`config.mk`:
```
export PLATFORM = sky130hd
export DESIGN_NAME = id_ex_stage
export DESIGN_NICKNAME = d
export VERILOG_FILES = /design/src/rtl/cpu_pkg.sv /design/src/rtl/load_use_hazard_unit.sv /design/src/rtl/id_ex_stage.sv
export SDC_FILE = /design/constraint.sdc
export NUM_CORES = 1
export LEC_CHECK = 0
export BUFFER_PORTS_ARGS = -buffer_cell sky130_fd_sc_hd__buf_2
export CORE_MARGIN = 4
export CORE_UTILIZATION = 40
export CTS_BUF_LIST = sky130_fd_sc_hd__clkbuf_16
export DETAILED_ROUTE_END_ITERATION = 10
export HOLD_SLACK_MARGIN = 0.15
export PLACE_DENSITY = 0.79
export SYNTH_ARGS = -nofsm -noshare
export SYNTH_HDL_FRONTEND = slang
export SYNTH_HIERARCHICAL = 1
export SYNTH_SLANG_ARGS = --single-unit
```
`constraint.sdc`:
```
create_clock -name CLK -period 1.65 [get_ports CLK]
set_input_delay 0.33 -clock CLK [delete_from_list [all_inputs] [get_ports CLK]]
set_output_delay 0.33 -clock CLK [all_outputs]
set_load 0.02 [all_outputs]
```
`src/rtl/cpu_pkg.sv`:
```
// Shared constants and types for the five-stage MIPS core: instruction field
// positions, opcode/funct values, ALU operation codes and the pipeline control bundle.
package cpu_pkg;

  // Instruction geometry
  localparam int unsigned INSTR_W    = 32;
  localparam int unsigned IMM_W      = 16;
  localparam int unsigned FIELD_W    = 5;
  localparam int unsigned OPCODE_W   = 6;
  localparam int unsigned FUNCT_W    = 6;

  // Field bit positions (LSB of each field)
  localparam int unsigned OPCODE_LSB = 26;
  localparam int unsigned RS_LSB     = 21;
  localparam int unsigned RT_LSB     = 16;
  localparam int unsigned RD_LSB     = 11;
  localparam int unsigned SHAMT_LSB  = 6;
  localparam int unsigned FUNCT_LSB  = 0;
  localparam int unsigned IMM_LSB    = 0;
  localparam int unsigned IMM_SIGN   = IMM_LSB + IMM_W - 1;

  // Hard-wired zero register
  localparam logic [FIELD_W-1:0] REG_ZERO = 5'd0;

  // Primary opcodes
  localparam logic [OPCODE_W-1:0] OP_RTYPE = 6'h00;
  localparam logic [OPCODE_W-1:0] OP_J     = 6'h02;
  localparam logic [OPCODE_W-1:0] OP_JAL   = 6'h03;
  localparam logic [OPCODE_W-1:0] OP_BEQ   = 6'h04;
  localparam logic [OPCODE_W-1:0] OP_BNE   = 6'h05;
  localparam logic [OPCODE_W-1:0] OP_ADDI  = 6'h08;
  localparam logic [OPCODE_W-1:0] OP_ADDIU = 6'h09;
  localparam logic [OPCODE_W-1:0] OP_SLTI  = 6'h0A;
  localparam logic [OPCODE_W-1:0] OP_ANDI  = 6'h0C;
  localparam logic [OPCODE_W-1:0] OP_ORI   = 6'h0D;
  localparam logic [OPCODE_W-1:0] OP_LUI   = 6'h0F;
  localparam logic [OPCODE_W-1:0] OP_LW    = 6'h23;
  localparam logic [OPCODE_W-1:0] OP_SW    = 6'h2B;

  // R-type function codes
  localparam logic [FUNCT_W-1:0] FUNCT_SLL = 6'h00;
  localparam logic [FUNCT_W-1:0] FUNCT_SRL = 6'h02;
  localparam logic [FUNCT_W-1:0] FUNCT_JR  = 6'h08;
  localparam logic [FUNCT_W-1:0] FUNCT_ADD = 6'h20;
  localparam logic [FUNCT_W-1:0] FUNCT_SUB = 6'h22;
  localparam logic [FUNCT_W-1:0] FUNCT_AND = 6'h24;
  localparam logic [FUNCT_W-1:0] FUNCT_OR  = 6'h25;
  localparam logic [FUNCT_W-1:0] FUNCT_SLT = 6'h2A;

  // ALU operation codes
  localparam int unsigned ALUOP_BITS = 4;
  localparam logic [ALUOP_BITS-1:0] ALUOP_ADD = 4'h0;
  localparam logic [ALUOP_BITS-1:0] ALUOP_SUB = 4'h1;
  localparam logic [ALUOP_BITS-1:0] ALUOP_AND = 4'h2;
  localparam logic [ALUOP_BITS-1:0] ALUOP_OR  = 4'h3;
  localparam logic [ALUOP_BITS-1:0] ALUOP_SLT = 4'h4;
  localparam logic [ALUOP_BITS-1:0] ALUOP_SLL = 4'h5;
  localparam logic [ALUOP_BITS-1:0] ALUOP_SRL = 4'h6;
  localparam logic [ALUOP_BITS-1:0] ALUOP_LUI = 4'h7;

  // Single-bit control bundle carried down the pipeline
  typedef struct packed {
    logic regWrite;
    logic memRead;
    logic memWrite;
    logic memToReg;
    logic aluSrc;
    logic regDst;
  } ctrl_t;

endpackage : cpu_pkg

```
`src/rtl/load_use_hazard_unit.sv`:
```
// Load-use hazard detector (combinational).
// A load in EX whose destination (rt) is read by the instruction in ID forces a
// one-cycle stall; an EX-resolved flush overrides the stall so IF/ID can load the
// redirect target.
// Ports:
//   memReadEX  - EX instruction is a load
//   rtEX       - EX load destination register
//   rsID, rtID - source register fields of the ID instruction
//   flushID    - control-flow flush of the ID instruction
//   hazard     - load-use dependency detected (drives the bubble)
//   stallOut   - hold PC and IF/ID this cycle
module load_use_hazard_unit
  import cpu_pkg::*;
#(
  parameter int unsigned REG_ADDR_W = 5
) (
  input  logic                  memReadEX,
  input  logic [REG_ADDR_W-1:0] rtEX,
  input  logic [REG_ADDR_W-1:0] rsID,
  input  logic [REG_ADDR_W-1:0] rtID,
  input  logic                  flushID,
  output logic                  hazard,
  output logic                  stallOut
);

  logic rtIsZero;
  logic rsMatch;
  logic rtMatch;

  // Both source fields are compared regardless of format; a false stall is harmless.
  assign rtIsZero = (rtEX == REG_ADDR_W'(REG_ZERO));
  assign rsMatch  = (rtEX == rsID);
  assign rtMatch  = (rtEX == rtID);

  assign hazard   = memReadEX & ~rtIsZero & (rsMatch | rtMatch);
  assign stallOut = hazard & ~flushID;

endmodule : load_use_hazard_unit

```
`src/rtl/id_ex_stage.sv`:
```
// ID/EX pipeline stage of the five-stage MIPS core.
// Captures operands, decoded fields, the extended immediate and control bits into
// the ID/EX register, and inserts a bubble on a load-use hazard or a flush.
// Ports:
//   CLK, RST_N                  - clock, async active-low reset
//   instrID, pcPlus4ID          - instruction and PC+4 held in IF/ID
//   readData1, readData2        - register-file operands (rs, rt)
//   regWriteID..regDstID        - single-bit decoded controls
//   extOpID                     - 1 = sign-extend imm16, 0 = zero-extend
//   aluOpID                     - ALU operation code
//   flushID                     - kill the ID instruction (taken branch/jump)
//   stallOut                    - combinational: hold PC and IF/ID
//   validEX                     - EX holds a real instruction
//   pcPlus4EX..aluOpEX          - registered ID/EX payload
module id_ex_stage
  import cpu_pkg::*;
#(
  parameter int unsigned DATA_W     = 32,
  parameter int unsigned REG_ADDR_W = 5,
  parameter int unsigned ALUOP_W    = 4
) (
  input  logic                  CLK,
  input  logic                  RST_N,
  input  logic [INSTR_W-1:0]    instrID,
  input  logic [DATA_W-1:0]     pcPlus4ID,
  input  logic [DATA_W-1:0]     readData1,
  input  logic [DATA_W-1:0]     readData2,
  input  logic                  regWriteID,
  input  logic                  memReadID,
  input  logic                  memWriteID,
  input  logic                  memToRegID,
  input  logic                  aluSrcID,
  input  logic                  regDstID,
  input  logic                  extOpID,
  input  logic [ALUOP_W-1:0]    aluOpID,
  input  logic                  flushID,
  output logic                  stallOut,
  output logic                  validEX,
  output logic [DATA_W-1:0]     pcPlus4EX,
  output logic [DATA_W-1:0]     rsDataEX,
  output logic [DATA_W-1:0]     rtDataEX,
  output logic [DATA_W-1:0]     immEX,
  output logic [REG_ADDR_W-1:0] rsEX,
  output logic [REG_ADDR_W-1:0] rtEX,
  output logic [REG_ADDR_W-1:0] rdEX,
  output logic [4:0]            shamtEX,
  output logic                  regWriteEX,
  output logic                  memReadEX,
  output logic                  memWriteEX,
  output logic                  memToRegEX,
  output logic                  aluSrcEX,
  output logic                  regDstEX,
  output logic [ALUOP_W-1:0]    aluOpEX
);

  localparam int unsigned SHAMT_W = 5;

  // Decoded fields of the ID instruction
  logic [REG_ADDR_W-1:0] rsID;
  logic [REG_ADDR_W-1:0] rtID;
  logic [REG_ADDR_W-1:0] rdID;
  logic [SHAMT_W-1:0]    shamtID;
  logic [IMM_W-1:0]      imm16ID;
  logic [DATA_W-1:0]     immExtID;
  logic [OPCODE_W-1:0]   unusedOpcode;

  assign rsID         = REG_ADDR_W'(instrID[RS_LSB +: FIELD_W]);
  assign rtID         = REG_ADDR_W'(instrID[RT_LSB +: FIELD_W]);
  assign rdID         = REG_ADDR_W'(instrID[RD_LSB +: FIELD_W]);
  assign shamtID      = instrID[SHAMT_LSB +: SHAMT_W];
  assign imm16ID      = instrID[IMM_LSB +: IMM_W];
  // Opcode is fully decoded upstream; this stage never looks at it.
  assign unusedOpcode = instrID[OPCODE_LSB +: OPCODE_W];

  // Immediate extender
  always_comb begin
    immExtID = {{(DATA_W-IMM_W){1'b0}}, imm16ID};
    if (extOpID) begin
      immExtID = {{(DATA_W-IMM_W){instrID[IMM_SIGN]}}, imm16ID};
    end
  end

  // Registered control bundle
  ctrl_t ctrlID;
  ctrl_t ctrlEX;
  ctrl_t ctrlNext;

  assign ctrlID = '{
    regWrite: regWriteID,
    memRead:  memReadID,
    memWrite: memWriteID,
    memToReg: memToRegID,
    aluSrc:   aluSrcID,
    regDst:   regDstID
  };

  // Load-use hazard detection
  logic hazard;

  load_use_hazard_unit #(
    .REG_ADDR_W (REG_ADDR_W)
  ) u_hazard (
    .memReadEX (ctrlEX.memRead),
    .rtEX      (rtEX),
    .rsID      (rsID),
    .rtID      (rtID),
    .flushID   (flushID),
    .hazard    (hazard),
    .stallOut  (stallOut)
  );

  // Bubble mux: a killed or stalled instruction becomes an all-zero, invalid slot
  logic                  bubble;
  logic                  validNext;
  logic [DATA_W-1:0]     pcPlus4Next;
  logic [DATA_W-1:0]     rsDataNext;
  logic [DATA_W-1:0]     rtDataNext;
  logic [DATA_W-1:0]     immNext;
  logic [REG_ADDR_W-1:0] rsNext;
  logic [REG_ADDR_W-1:0] rtNext;
  logic [REG_ADDR_W-1:0] rdNext;
  logic [SHAMT_W-1:0]    shamtNext;
  logic [ALUOP_W-1:0]    aluOpNext;

  assign bubble = flushID | hazard;

  always_comb begin
    validNext   = 1'b0;
    pcPlus4Next = '0;
    rsDataNext  = '0;
    rtDataNext  = '0;
    immNext     = '0;
    rsNext      = '0;
    rtNext      = '0;
    rdNext      = '0;
    shamtNext   = '0;
    ctrlNext    = '0;
    aluOpNext   = '0;
    if (!bubble) begin
      validNext   = 1'b1;
      pcPlus4Next = pcPlus4ID;
      rsDataNext  = readData1;
      rtDataNext  = readData2;
      immNext     = immExtID;
      rsNext      = rsID;
      rtNext      = rtID;
      rdNext      = rdID;
      shamtNext   = shamtID;
      ctrlNext    = ctrlID;
      aluOpNext   = aluOpID;
    end
  end

  // ID/EX register
  always_ff @(posedge CLK or negedge RST_N) begin
    if (!RST_N) begin
      validEX   <= 1'b0;
      pcPlus4EX <= '0;
      rsDataEX  <= '0;
      rtDataEX  <= '0;
      immEX     <= '0;
      rsEX      <= '0;
      rtEX      <= '0;
      rdEX      <= '0;
      shamtEX   <= '0;
      ctrlEX    <= '0;
      aluOpEX   <= '0;
    end else begin
      validEX   <= validNext;
      pcPlus4EX <= pcPlus4Next;
      rsDataEX  <= rsDataNext;
      rtDataEX  <= rtDataNext;
      immEX     <= immNext;
      rsEX      <= rsNext;
      rtEX      <= rtNext;
      rdEX      <= rdNext;
      shamtEX   <= shamtNext;
      ctrlEX    <= ctrlNext;
      aluOpEX   <= aluOpNext;
    end
  end

  // Unpack the registered control bundle
  assign regWriteEX = ctrlEX.regWrite;
  assign memReadEX  = ctrlEX.memRead;
  assign memWriteEX = ctrlEX.memWrite;
  assign memToRegEX = ctrlEX.memToReg;
  assign aluSrcEX   = ctrlEX.aluSrc;
  assign regDstEX   = ctrlEX.regDst;

endmodule : id_ex_stage

```
# ---- After elaboration in Yosys (flattened, before gate mapping)
# Cells that the tools add are included.
dict set report classes {
  multipliers 0
  bitwise_logic 7
  shifts 0
  mux 12
  addsub 0
  div_mod_pow 0
  n_lt_le_gt_ge 0
  n_eq_ne 2
  n_reduce_logical 1
}
# cell count
set op_table {}
lappend op_table {{$mux W32} 5}
lappend op_table {{$mux W5} 4}
lappend op_table {{$eq A5 B5 Y1} 2}
lappend op_table {{$mux W6} 1}
lappend op_table {{$logic_not A5 Y1} 1}
lappend op_table {{$mux W4} 1}
lappend op_table {{$and A1 B1 Y1} 3}
lappend op_table {{$not A1 Y1} 2}
lappend op_table {{$or A1 B1 Y1} 2}
lappend op_table {{$mux W1} 1}
dict set report totals {
  romBits 0
  mem_bits_rw 0
  wordCells 38
  register_bits 159
  memories 0
  input_bits 142
  latchBits 0
  out_inout_bits 160
}

# ---- Logic depth before layout (Yosys ltp)
# Gate-level depths: netlist of run 1.
dict set report depth {
  word_depth 6
  depth_mapped 8
  ltp_nobuf 5
}

# ---- By module
# Netlist of run 1, hierarchy kept.
# module area_each_um2 n_inst seq_area_each_um2 cells_each
set modules_own_cells {}
lappend modules_own_cells {id_ex_stage 5087.4 1 3353.2 323}
lappend modules_own_cells {load_use_hazard_unit 137.6 1 0.0 19}

# ---- Worst setup path after synthesis of run 1
# Ideal clock, no wire load.
dict set report synth_timing {
  path_kind {register to register}
  from {register rtEX[1]}
  to {register immEX[15]}
  path_stages_with_launch 8
  n_path_buf 3
  required_ns 1.570
  slack_ns -0.199
  setup_time_ns 0.080
  synth_period_minus_slack_ns 1.849
  t_arrival_ns 1.769
  cell_sequence {dfrtp_1 or4_1 o21ai_2 nor2_1 buf_6 buf_6 buf_6 nor3b_2}
}
dict set report synth_via {
  elab_chain_cells 6
  word_cells_on_any_way 9
  cone_classes {2 x eq/ne; 1 x mux; 5 x bitwise; 1 x reduce/logical}
}
# element line_no
set synth_lines {}
lappend synth_lines {{start: declaration} id_ex_stage.sv:44} ;# output logic [REG_ADDR_W-1:0] rtEX,
lappend synth_lines {{start signal: assignment} id_ex_stage.sv:175} ;# rtEX <= rtNext;
lappend synth_lines {{$logic_not A5 Y1} load_use_hazard_unit.sv:31} ;# assign rtIsZero = (rtEX == REG_ADDR_W'(REG_ZERO));
lappend synth_lines {{$not A1 Y1} load_use_hazard_unit.sv:35} ;# assign hazard = memReadEX & ~rtIsZero & (rsMatch | rtMatch);
lappend synth_lines {{$and A1 B1 Y1} load_use_hazard_unit.sv:35}
lappend synth_lines {{$and A1 B1 Y1 *} load_use_hazard_unit.sv:35}
lappend synth_lines {{via hazard} id_ex_stage.sv:98} ;# logic hazard;
lappend synth_lines {{$or A1 B1 Y1 *} id_ex_stage.sv:125} ;# assign bubble = flushID | hazard;
lappend synth_lines {{$mux W32 *} id_ex_stage.sv:139} ;# if (!bubble) begin
lappend synth_lines {{via immNext[15]} id_ex_stage.sv:118} ;# logic [DATA_W-1:0] immNext;
lappend synth_lines {{end signal: assignment} id_ex_stage.sv:173} ;# immEX <= immNext;
lappend synth_lines {{end: declaration} id_ex_stage.sv:42} ;# output logic [DATA_W-1:0] immEX,
# The timed path passes the listed nets; every way through them passes the cells marked *.

# ---- Final worst setup path of run 1
dict set report layout_timing {
  from {register rtEX[4]}
  to {output stallOut}
}
dict set report layout_via {
  elab_chain_cells 5
  word_cells_on_any_way 8
  cone_classes {2 x eq/ne; 5 x bitwise; 1 x reduce/logical}
}
# element line_no
set layout_lines {}
lappend layout_lines {{$logic_not A5 Y1} load_use_hazard_unit.sv:31}
lappend layout_lines {{$not A1 Y1} load_use_hazard_unit.sv:35}
lappend layout_lines {{$and A1 B1 Y1} load_use_hazard_unit.sv:35}
lappend layout_lines {{$and A1 B1 Y1 *} load_use_hazard_unit.sv:35}
lappend layout_lines {{$and A1 B1 Y1 *} load_use_hazard_unit.sv:36} ;# assign stallOut = hazard & ~flushID;
lappend layout_lines {{end: declaration} id_ex_stage.sv:37} ;# output logic stallOut,
# Every way passes the cells marked *; elsewhere a longest branch is shown, timed or not.

==> impl_results.md, run 1 <==
- Status: complete, but fails checks
- Failing checks: setup timing
- Setup TNS: -38.73 ns
- Share of cells above drive strength 1: 0.780
- Number of max-cap violations: 0
- Post-synth top area share: 0.642
- Vias in the first global route: 4409
- Drt pass-1 iters: 4
- Final std cells w/o fill: 845
- Number of library cell types mapped by synthesis: 13
- M2 GR Usage: 0.386
- IO Port Bufs: between 200 and 300
- Min cycle time layout: 2.09 ns
- CTS root buffer: clkbuf_16
- Vias per cell: 4.73
- Synth Area in Compound Gates: 0.00311
- Total power: 8750 uW
- Sequential Power Share: 0.403
- Cell area after synthesis: 0.00523 mm^2
- Unrepaired setup endpoints after global routing: yes
- Critical path arrival: 1.76 ns
- Largest cells by area after synthesis: dfrtp_1 (64%), nor3b_2 (14%), nor3b_1 (10%)
- CTS Buffer Depth: 2
- Number of CTS-inserted buffers: 17
- Worst-path clk slew: 0.06 ns
- Synth area leader: dfrtp_1
- Synth Register Bits: 134
- Global Route Usage Sum: 0.216
- Seq/Total Area, Yosys: 0.642
- DIE AREA: 0.0150 mm^2
- Combinational share of power: 0.148
- Hold slack: ~0.16 ns
- Register Area: ~0.0034 mm^2
- Xor and xnor fraction of the mapped netlist area: 0.0168
- Critical Path End Type: output pin
- Area of the multi-input gates: 0.00207 mm^2
- Die Y: 122 um
- DR WL/cell: 19.8 um
- Sw frac: 0.250
- Leak: approximately 0.0044 uW
- First-pass GRT wire length: between 20 and 25 mm
- Io pins: between 300 and 400
- Grt peak-use layer: met2
- Clk_lat worst skew: about 0.4 ns
- Period utilisation layout: 1.27
- DRT iter0 DRCs: 132
- Max Slew Vio Count: 0
- Final wirelength: 16.8 mm
- CTS tree: yes
- Post-Synth Adder-Cell Area: 0
- Final count of hold timing violations: 0
- Post-synthesis simple-gate area fraction: 0.256
- Met1 usage: 0.243
- CTS sink cnt: 134
- Area growth syn-to-layout: 67.8%
- Worst hold path type: input pin to flop
- Initial core utilization: 0.411
- Core Area: 0.0127 mm^2
- Psw: 2190 uW
- CP startpoint kind: flop
- Mapped Cells: approximately 340
- Vias after detailed routing: roughly 4.0k
- DRC errors left: 0
- CP required: 1.32 ns
- CP max FO: 2
- Max VDD drop: 0.000646 V
- FILL cells: ~860
- Maximum clock frequency: 478 MHz
- Slew @ Worst Pin: 0.613 ns
- Main combinational cell family by area after synthesis: simple AND/OR/NAND/NOR gates
- Power Dens Cells: about 1000 mW/mm^2
- Fin nets: 801
- Post-Syn Area per Cell: 15.3 um^2
- Yosys warning total: 6
- GR Layer Usage met3: 0.0700
- Mux cell area share after synthesis: 0
- Slew HR: 0.591
- CTS H-tree depth: 4
- Largest net degree at the start of global routing: between 70 and 80
- Die X: 122 um
- Clk pwr share: 0.449
- Crit Path Category: flop to output pin
- Gpl congestion: 0.770
- Clock Skew: 0.00768 ns
- Dpl cells: 770
- Final setup vio count: 135
- Int Pwr: 6560 uW
- Synth Net Count: 484
- Initial antenna violation count: 1
- Setup ws final: -0.441 ns
- GRT overflow: 0
- Dpl hpwl: 9.78 mm
- # rows: 41
- Antenna Nets Post-Route: 0
[synthesized netlist by cell type]
library cell,number
or4_1,1
nor3_1,3
buf_2,15
nor2_1,4
xor2_1,10
buf_4,25
nor3b_1,73
a22oi_1,1
dfrtp_1,134
and4bb_2,1
buf_6,15
o21ai_2,1
nor3b_2,59
[power by group through the flow]
stage                     clock network (uW)  registers [uW]  logic, uW
final                                   3930            3520       1300
after global routing                    4150            3540       1380
after CTS                               3970            3520       1220
after detailed placement                   0            3580       1050
after global placement                     0            3570       1030
after floorplan                            0            3820        351
[cell families after synthesis]
logic type,count (synthesis)
simple gates,141
buf+inv,55
compound gates,2
flops,134
xor+xnor,10
[metrics by stage]
stage / util / setup slack [ns] / area [um^2]
global route: 0.689 / -0.492 / 8770
floorplan: - / -0.170 / 5230
detailed placement: 0.528 / -0.243 / 6720
global placement: 0.528 / -0.239 / 6720
CTS: 0.679 / -0.440 / 8640
finish: 0.689 / -0.441 / 8770
[area by class of cell]
class / count / area share
flip-flops and latches: 134 / 0.383
repair buffers: 353 / 0.286
multi-input cells: 153 / 0.237
clock buffers: 17 / 0.0485
well taps: 172 / 0.0245
clock inverters: 15 / 0.0213
diodes: 1 / 0.000285
[routing by layer]
layer,wire [um],up-vias
met3,1280,20
met1,5940,2000
met2,9230,196
met4,299,0
met5,0,-
li1,-,1778
[worst paths after layout]
check | cells past startpoint | slack [ns] | start | endpoint
min in group asynchronous | 2 | 0.40 | RST_N | rsDataEX[8]
min | 2 | 0.16 | readData1[6] | rsDataEX[6]
min reg2reg | 6 | 1.05 | memReadEX | validEX
max in group asynchronous | 3 | 0.70 | RST_N | rtDataEX[18]
max reg2reg | 9 | -0.38 | rtEX[4] | immEX[30]
max | 4 | -0.44 | rtEX[4] | stallOut
[what timing repair did]
action,in CTS,in global routing
resized for setup,113,49
pin swaps,68,87
hold buffers,2,2
cloned,21,1
buffers inserted,19,10
endpoints found under the setup margin,135,135
hold endpoints to repair,34,2
[registers in the layout, summed over array words and instances (netlist names), 4 cells and up]
name	flops
pcPlus4EX	32
rsDataEX	32
rtDataEX	32
immEX	9
rsEX	5
rtEX	5
aluOpEX	4
rdEX	4
shamtEX	4
[layout by cell type (no fill, tap or decap), drive strengths merged]
cell type      n
clkinv         8
nor3b        132
dlygate4sd3    4
and4bb         1
xor2          10
nor2           4
o21ai          1
inv            2
bufinv         4
buf          347
clkbuf        19
nor3           3
a22oi          1
or4            1
dfrtp        134
clkinvlp       1
diode          1
[critical path: stages (launching register included)]
cell,delay (ns)
dfrtp_2,0.42
or4_4,0.55
o21ai_4,0.16
nor3_2,0.07
buf_4,0.16
(Power assumes the default switching activity.)
==> inputs of run 2 (changes only) <==
--- a/config.mk
+++ b/config.mk
@@ -7,12 +7,12 @@
 export LEC_CHECK = 0
 export BUFFER_PORTS_ARGS = -buffer_cell sky130_fd_sc_hd__buf_2
 export CORE_MARGIN = 4
-export CORE_UTILIZATION = 40
+export CORE_UTILIZATION = 41
 export CTS_BUF_LIST = sky130_fd_sc_hd__clkbuf_16
+export CTS_CLUSTER_SIZE = 20
 export DETAILED_ROUTE_END_ITERATION = 10
 export HOLD_SLACK_MARGIN = 0.15
 export PLACE_DENSITY = 0.79
 export SYNTH_ARGS = -nofsm -noshare
 export SYNTH_HDL_FRONTEND = slang
-export SYNTH_HIERARCHICAL = 1
 export SYNTH_SLANG_ARGS = --single-unit
==> impl_results.md, run 2 <==
- Core Util, Final: 0.745
- Period utilisation layout: 1.34
- Vias per cell: ~5
- Max VDD drop: 0.000559 V
- Power Dens Cells: around 890 mW/mm^2
- Final count of hold timing violations: 0
- Unrepaired setup endpoints after global routing: yes
- Post-Syn Area per Cell: around 11 um^2
- Commonest cells post-synth: dfrtp_1 (134), nand2b_1 (132), a21oi_1 (83)
- CTS Buffer Depth: 2
- DRC errors left: 0
- Critical Path End Type: output pin
- CTS H-tree depth: 4
- Clk pwr share: 0.382
- Fin nets: about 1.0k
- Synth area leader: dfrtp_1
- GRT overflow: 0
- Yosys warning total: 0
- CTS sink cnt: 134
- Maximum clock frequency: between 400 and 500 MHz
- Vias after detailed routing: around 5.3k
- Largest cells by area after synthesis: dfrtp_1 (60%), nand2b_1 (15%), a21oi_2 (7.8%)
- Final setup vio count: ~140
- CTS tree: yes
- Critical path arrival: 1.88 ns
- Hold Path Depth: 3
- Worst-path clk slew: 0.06 ns
- Leak: roughly 0.0048 uW
- Post-synth EDFFs: 0
- Crit Path Category: flop to output pin
- Largest net degree at the start of global routing: 72
- Ys async rst share: 1.00
- Io pins: 302
- Failing checks: setup timing
- FILL cells: 784
- Worst hold path type: input pin to flop
- CTS root buffer: clkbuf_16
- Share of cells above drive strength 1: 0.576
- Antenna Nets Post-Route: 0
- Seq/Total Area, Yosys: 0.599
- Setup ws final: -0.560 ns
- Mapped Cells: 487
- Psw: 2480 uW
- Most common cell after layout, fill and taps aside: buf_2
- Global Route Usage Sum: 0.237
- Sw frac: 0.280
- CP startpoint kind: flop
- Count leader, synth: dfrtp_1
- Hold slack: about 0.17 ns
- Synth Register Bits: 134
- Initial antenna violation count: 0
- Max Slew Vio Count: 0
- Initial core utilization: 0.421
- First-pass GRT wire length: 29.4 mm
- Clock Skew: 0.0110 ns
- Most frequent cells in the layout: buf_2 (293), nand2b_1 (132), dfrtp_1 (131)
- Largest regs: pcPlus4EX x32, rsDataEX x32, rtDataEX x32
- Area growth syn-to-layout: 77.0%
- Post-synth top area share: 0.599
- Number of max-cap violations: 0
- # rows: 42
- DR WL/cell: 18.9 um
- Min cycle time layout: 2.21 ns
- Dpl hpwl: 10.8 mm
- Combinational share of power: 0.219
- DRT iter0 DRCs: approximately 220
- Die X: 125 um
- Sequential Power Share: 0.399
- Synth Net Count: 629
- Int Pwr: approximately 6400 uW
- Status: complete, but fails checks
- Die Y: 125 um
- Core Area: between 0.01 and 0.015 mm^2
- Drt pass-1 iters: 5
- Cell area after synthesis: 0.00560 mm^2
- Final wirelength: 20.4 mm
- CP max FO: 2
- IO Port Bufs: ~300
- DIE AREA: about 0.016 mm^2
- Synth Flop Type: dfrtp_1
- Slew @ Worst Pin: 0.284 ns
- ANT cells: 0
- Gpl congestion: 0.821
- Reg2Reg Depth: 8
- Number of library cell types mapped by synthesis: 17
- Vias in the first global route: around 5.5k
- Clk_lat worst skew: 0.41 ns
- Slew HR: 0.811
- Number of CTS-inserted buffers: 17
- CP required: 1.32 ns
run 2: cell count changes after synthesis, sizes merged, moves of 2 or more:
cell | previous run | this run
a21oi | 0 | 133
nand3 | 0 | 2
xnor2 | 0 | 10
nor3 | 3 | 0
buf | 55 | 38
nand2 | 0 | 2
xor2 | 10 | 0
nand2b | 0 | 132
clkbuf | 0 | 30
nor3b | 132 | 0
nor2 | 4 | 0
run 2: area by class of cell:
type	count	area, um^2	area share
clock buffers	17	425	0.0429
clock inverters	15	98.8	0.00997
inverters	1	3.75	0.000379
multi-input cells	284	2340	0.236
flip-flops and latches	134	3360	0.339
well taps	176	220	0.0222
repair buffers	453	3470	0.350
run 2: cell families after synthesis:
kind of cell	Yosys count	synth area share
xor+xnor	10	0.0156
buf+inv	69	0.0737
flops	134	0.599
simple gates	138	0.154
compound gates	136	0.158
run 2: power by group through the flow:
stage	sequential (uW)	combinational, uW	clock [uW]
2_1_floorplan	3820	506	0
3_3_place_gp	3570	1310	0
3_5_place_dp	3580	1320	0
4_1_cts	3520	1690	3400
5_1_grt	3550	2050	3600
6_report	3530	1940	3380
run 2: per-stage QoR:
stage / area, um^2 / power [uW] / cells / worst slack, ns / TNS, ns
after floorplan: 5600 / 4320 / 487 / -0.334 / -7.39
after detailed placement: 7270 / 4900 / 925 / -0.167 / -10.84
after global routing: 9910 / 9200 / 1080 / -0.614 / -47.52
final: 9910 / 8850 / 1080 / -0.560 / -42.69
after global placement: 7270 / 4880 / 925 / -0.135 / -7.25
after CTS: 9280 / 8620 / 1068 / -0.583 / -30.55
run 2: final timing paths:
check	end	slack, ns	start
setup / recovery	stallOut	-0.56	rtEX[4]
hold / removal	rsDataEX[9]	0.17	readData1[9]
setup reg to reg	rtDataEX[10]	-0.41	rtEX[4]
hold reg to reg	pcPlus4EX[20]	1.09	memReadEX
max in group asynchronous	rtEX[4]	0.68	RST_N
min in group asynchronous	pcPlus4EX[14]	0.39	RST_N
run 2: worst max-delay path, stage by stage, from the launching register on:
cell and delay [ns]:
dfrtp_2 0.40, or4_4 0.53, o21a_4 0.22, and3b_1 0.19, buf_6 0.14
run 2: timing repair:
action,4_1_cts,5_1_grt
hold buffers,96,0
hold endpoints to repair,229,0
cloned,8,7
gates resized for setup,51,105
pin swaps,5,120
setup endpoints to repair,120,151
buffers inserted,7,8
run 2: routing by layer:
layer  GRT usage  up-vias  share of wire
li1            -     2376              -
met1       0.271     2566           0.36
met2       0.406      267           0.53
met3      0.0759       53          0.076
met4       0.104        0          0.034
met5           0        -              0
